**src/rtl/dpctl_pkg.sv**
```systemverilog
// dpctl_pkg: shared types and encodings for the datapath controller
package dpctl_pkg;
  localparam int DATA_W = 16;
  localparam int RADDR_W = 3;
  typedef enum logic [2:0] {S_WAIT, S_DECODE, S_WR_IMM, S_GET_A, S_GET_B, S_ALU, S_WR_REG} state_t;
  typedef enum logic [1:0] {NSEL_NONE, NSEL_RN, NSEL_RD, NSEL_RM} nsel_t;
  localparam logic [2:0] OPC_MOV = 3'b110;
  localparam logic [2:0] OPC_ALU = 3'b101;
  localparam logic [1:0] OP_MOV_IMM = 2'b10;
  localparam logic [1:0] OP_MOV_REG = 2'b00;
  localparam logic [1:0] OP_CMP = 2'b01;
  localparam logic [1:0] ALU_ADD = 2'b00;
endpackage

```
**src/rtl/datapath_controller_instr_decoder.sv**
```systemverilog
// instr_decoder: splits the IR into fields, flags instruction class and muxes register numbers
module instr_decoder
  import dpctl_pkg::*;
(
  input  logic [DATA_W-1:0]  ir,
  input  nsel_t              rsel,
  input  nsel_t              wsel,
  output logic [1:0]         op,
  output logic [1:0]         sh,
  output logic [DATA_W-1:0]  sximm8,
  output logic               legal,
  output logic               mov_imm,
  output logic               mov_reg,
  output logic [RADDR_W-1:0] readnum,
  output logic [RADDR_W-1:0] writenum
);
  logic [2:0] opcode;
  logic [RADDR_W-1:0] rn, rd, rm;
  function automatic logic [RADDR_W-1:0] pick(input nsel_t n, input logic [RADDR_W-1:0] a, b, c);
    return n == NSEL_RN ? a : n == NSEL_RD ? b : n == NSEL_RM ? c : '0;
  endfunction
  assign opcode   = ir[15:13];
  assign op       = ir[12:11];
  assign rn       = ir[10:8];
  assign rd       = ir[7:5];
  assign sh       = ir[4:3];
  assign rm       = ir[2:0];
  assign sximm8   = {{(DATA_W-8){ir[7]}}, ir[7:0]};
  assign mov_imm  = opcode == OPC_MOV && op == OP_MOV_IMM;
  assign mov_reg  = opcode == OPC_MOV && op == OP_MOV_REG;
  assign legal    = mov_imm || mov_reg || opcode == OPC_ALU;
  assign readnum  = pick(rsel, rn, rd, rm);
  assign writenum = pick(wsel, rn, rd, rm);
endmodule

```
**src/rtl/datapath_controller.sv**
```systemverilog
// datapath_controller: instruction register plus Moore FSM sequencing the 16-bit datapath
module datapath_controller
  import dpctl_pkg::*;
(
  input  logic               clk,
  input  logic               reset_n,
  input  logic [DATA_W-1:0]  instr_in,
  input  logic               load,
  input  logic               s,
  output logic               w,
  output logic               illegal,
  output logic [DATA_W-1:0]  datapath_in,
  output logic               vsel,
  output logic [RADDR_W-1:0] writenum,
  output logic [RADDR_W-1:0] readnum,
  output logic               write,
  output logic               loada,
  output logic               loadb,
  output logic               asel,
  output logic               bsel,
  output logic [1:0]         shift,
  output logic [1:0]         ALUop,
  output logic               loadc,
  output logic               loads
);
  state_t state_q, state_d;
  logic [DATA_W-1:0] ir_q;
  logic [1:0] op, sh;
  logic legal, mov_imm, mov_reg, cmp;
  nsel_t rsel, wsel;
  instr_decoder u_dec (
    .ir(ir_q), .rsel(rsel), .wsel(wsel), .op(op), .sh(sh), .sximm8(datapath_in),
    .legal(legal), .mov_imm(mov_imm), .mov_reg(mov_reg), .readnum(readnum), .writenum(writenum)
  );
  always_ff @(posedge clk or negedge reset_n)
    if (!reset_n) begin
      state_q <= S_WAIT;
      ir_q    <= '0;
    end else begin
      state_q <= state_d;
      if (load && state_q == S_WAIT) ir_q <= instr_in;
    end
  assign cmp = !mov_reg && op == OP_CMP;
  always_comb begin
    state_d = state_q;
    case (state_q)
      S_WAIT:   state_d = s ? S_DECODE : S_WAIT;
      S_DECODE: state_d = !legal ? S_WAIT : mov_imm ? S_WR_IMM : mov_reg ? S_GET_B : S_GET_A;
      S_GET_A:  state_d = S_GET_B;
      S_GET_B:  state_d = S_ALU;
      S_ALU:    state_d = cmp ? S_WAIT : S_WR_REG;
      default:  state_d = S_WAIT;
    endcase
  end
  assign w       = state_q == S_WAIT;
  assign illegal = state_q == S_DECODE && !legal;
  assign vsel    = state_q == S_WR_IMM;
  assign write   = state_q == S_WR_IMM || state_q == S_WR_REG;
  assign wsel    = state_q == S_WR_IMM ? NSEL_RN : state_q == S_WR_REG ? NSEL_RD : NSEL_NONE;
  assign rsel    = state_q == S_GET_A ? NSEL_RN : state_q == S_GET_B ? NSEL_RM : NSEL_NONE;
  assign loada   = state_q == S_GET_A;
  assign loadb   = state_q == S_GET_B;
  assign asel    = state_q == S_ALU && mov_reg;
  assign bsel    = 1'b0;
  assign shift   = state_q == S_ALU ? sh : 2'b00;
  assign ALUop   = state_q == S_ALU && !mov_reg ? op : ALU_ADD;
  assign loadc   = state_q == S_ALU && !cmp;
  assign loads   = state_q == S_ALU && cmp;
endmodule

```
**config.mk**
```make
export PLATFORM = sky130hd
export DESIGN_NAME = datapath_controller
export DESIGN_NICKNAME = d
export VERILOG_FILES = /design/src/rtl/dpctl_pkg.sv /design/src/rtl/datapath_controller_instr_decoder.sv /design/src/rtl/datapath_controller.sv
export SDC_FILE = /design/constraint.sdc
export NUM_CORES = 1
export LEC_CHECK = 0
export CORE_MARGIN = 3
export CORE_UTILIZATION = 45
export DETAILED_ROUTE_END_ITERATION = 12
export PLACE_DENSITY = 0.95
export SYNTH_ARGS = -nofsm -noshare
export SYNTH_HDL_FRONTEND = slang
export SYNTH_HIERARCHICAL = 1
export SYNTH_SLANG_ARGS = --single-unit
```
**constraint.sdc**
```tcl
create_clock -name clk -period 3.4 [get_ports clk]
set_input_delay 0.51 -clock clk [delete_from_list [all_inputs] [get_ports clk]]
set_output_delay 0.51 -clock clk [all_outputs]
set_load 0.02 [all_outputs]
```
==> results.txt <==
The total die area is 3520 um^2. The final-report max-slew violation count was 0. STA puts the critical path data required time at 2.89 ns. The repair_antennas step left the layout with diodes totalling 0. The run finished with clean final reports. The post-synthesis async set-or-reset flop share came out at 1.00. The critical path in this run is classified as flop to output port. The via count of the first global-routing pass was 954.

The critical path goes through and2b_2, and2_1, nand2b_1, nor2b_1, a22o_1, clkdlybuf4s50_1. The count of TritonRoute iterations in the first routing pass came out at 4. The worst-case vdd ir drop came out at 0.673 mV. After detailed routing, the number of vias per cell comes to 5.17.

Synthesis instantiated 31 different standard cells from the library. The maximum operating frequency is 340 MHz. Compared with the post-synthesis result, the final layout area differs by 31.6%.

The largest net degree at the start of global routing came out at 20. For this block, the routed nets add up to 2750 um of wire. The depth of the CTS H-tree is 1.

The initial standard-cell utilization of the core is 0.494. TritonCTS built the clock tree. Leaving out fill and tap cells, the most frequent cells in the layout are 54 x sky130_fd_sc_hd__clkdlybuf4s50_1, 19 x sky130_fd_sc_hd__dfrtp_1, 11 x sky130_fd_sc_hd__mux2_2.

The global router's overall resource usage came out at 0.166. In the final timing run, aggregate negative setup slack is 0 ns. The clock transition time at the flip-flop clock pins of the worst setup and hold paths is 0.10 ns.

The number of antenna violations at the first check in global routing came out at 0. The sequential element share of the synthesized area is 0.371. After detailed routing, the average wire length per cell comes to 15.3 um.

The power per cell area came out at 921 nW/um^2. The floorplan core area came out at 2590 um^2. The delay of the slowest critical-path stage is 0.60 ns.

The setup fix buffers added after clock tree synthesis came out at 0. The clock arrives with 0.00456 ns of skew. For the worst setup path, the data arrival time is 2.43 ns. The number of top-level pins is 56. The number of vias after detailed routing came out at 930. The type of origin of the critical path is a flop.

When the netlist entered floorplanning its net count stood at 136. The endpoint type of the worst setup path is an output port. The adder-cell share of the synthesized area came out at 0. The root cell of the clock tree is sky130_fd_sc_hd__clkbuf_4. The overall power of the completed layout is 1.55 mW. The clock passes through at most 2 buffers. The clock drives 19 sinks. The placer's final routability congestion estimate came out at 0.905. The static leakage came out at 0.728 nW. The number of enable flip-flop cells after synthesis is 0. The latest clock arrival within the worst-skew pair came out at 0.29 ns.

The simple-gate share of the synthesized area is 0.162. The path category of the worst min-delay check is flop to flop. The share of final-layout standard cells stronger than drive strength 1 came out at 0.200. Averaged over all synthesized cells, the footprint is 11.0 um^2. Synthesis inferred 19 register bits. For this design, the slowest cell found on the critical path is sky130_fd_sc_hd__clkdlybuf4s50_1. The leftover overflow at the end of global routing is 0.

The die is 59.3 um wide. The number of warnings printed during yosys synthesis came out at 6. The minimum clock period came out at 2.94 ns. The number of max-cap violations is 0. The first-pass GRT wire length is 4420 um. The total CTS buffers is 3. After synthesis, the largest family of logic cells by area is multiplexers. Of all nets on the critical path, the largest fanout is 9.

Setup repair after global routing left no endpoint under its margin. The number of buffers added to fix hold violations after cts came out at 0. Of the total synthesized cell area, the portion taken by XOR and XNOR cells is 0. The vertical die dimension is 59.3 um. The count of nets left with antenna violations once routing finished came out at 0. The final count of hold timing violations came out at 0. The final-layout fill cell count came out at 208. The number of port buffers is 54.

The final number of setup-violating endpoints is 0. The final net count came out at 171. The library cell used most frequently in the layout, excluding fill and tap cells, is sky130_fd_sc_hd__clkdlybuf4s50_1.

The number of cell rows is 18. The relative max-transition margin is 0.442. The final routed DRC violation total is 0. The multiplexer share of the synthesized area is 0.223.

Gates resized during post-CTS repair numbered 0. The violation count after the first detailed-routing iteration is 31. For the pin with the worst max-slew slack, the measured transition is 0.834 ns. The synthesized-area fraction occupied by ao, oa, aoi and oai cells came out at 0.0723.

Synthesis produced 116 cells. The post-route clock period utilization came out at 0.865. Detailed placement finished with a half-perimeter wire length of 2190 um. The mapped cell area came out at 1280 um^2.

In the synthesized netlist the dominant register cell turns out to be sky130_fd_sc_hd__dfrtp_1.
## routing by layer
layer  up-vias  GRT usage  routed length [um]
met1       426      0.209                1160
met3         3     0.0349                 285
met4         0     0.0485                  27
met2        55      0.285                1280
met5         -          0                   0
li1        446          -                   -
## cells in the mapped netlist, types with 4 or more instances
cell	number	share of area
sky130_fd_sc_hd__buf_4	21	0.12
sky130_fd_sc_hd__dfrtp_1	19	0.37
sky130_fd_sc_hd__mux2_2	11	0.097
sky130_fd_sc_hd__mux2_4	10	0.12
sky130_fd_sc_hd__a22o_1	6	0.041
sky130_fd_sc_hd__nor2_1	6	0.018
sky130_fd_sc_hd__nor2b_1	5	0.024
sky130_fd_sc_hd__and2_1	4	0.020
sky130_fd_sc_hd__inv_1	4	0.012
sky130_fd_sc_hd__o21ai_0	4	0.016
## per-stage QoR
step	util	instances	setup slack, ns	hold WS (ns)	area [um^2]
floorplan	-	116	1.23	0.214	1280
global placement	0.640	176	0.934	0.510	1660
detailed placement	0.640	176	0.798	0.524	1660
CTS	0.650	180	0.463	0.556	1680
global route	0.650	180	0.329	0.570	1680
finish	0.650	180	0.459	0.551	1680
## logic make-up after synthesis
family,after synthesis
simple gates,33
buf+inv,28
compound gates,13
other cells,1
mux,22
flops,19
## state kept, by name, summed over array words and instances, names as in the netlist
signal and count:
state_q 3, ir_q 16
## worst paths after layout
check / startpoint / endpoint / slack [ns] / depth (start not counted)
setup / recovery: state_q[2]$_DFF_PN0_ / readnum[0] / 0.46 / 6
hold / removal: ir_q[10]$_DFFE_PN0P_ / ir_q[10]$_DFFE_PN0P_ / 0.55 / 1
setup reg to reg: state_q[2]$_DFF_PN0_ / ir_q[10]$_DFFE_PN0P_ / 1.82 / 3
hold reg to reg: ir_q[10]$_DFFE_PN0P_ / ir_q[10]$_DFFE_PN0P_ / 0.55 / 1
max in group asynchronous: reset_n / ir_q[8]$_DFFE_PN0P_ / 2.20 / 1
min in group asynchronous: reset_n / ir_q[5]$_DFFE_PN0P_ / 0.69 / 1
## where the power goes
part	switching, mW	internal, mW	total [mW]
registers	0.134	0.339	0.473
clock network	0.0643	0.0456	0.110
logic	0.432	0.535	0.968
## worst max-delay path: cells and delay by family (launching register included)
| family | cells | cell delay, ns |
|---|---|---|
| and+or+nand+nor | 4 | 0.86 |
| buffers and inverters | 1 | 0.60 |
| DFF | 1 | 0.49 |
| AOI/OAI and AO/OA | 1 | 0.19 |
## cell type report
class | instances | area (um^2) | area share
multi-input combinational | 69 | 589 | 0.350
timing repair buffer | 54 | 541 | 0.321
sequential | 19 | 475 | 0.282
tap | 30 | 37.5 | 0.0223
clock buffer | 4 | 26.3 | 0.0156
inverter | 4 | 15.0 | 0.00892
Power figures use the tool's default switching activity.
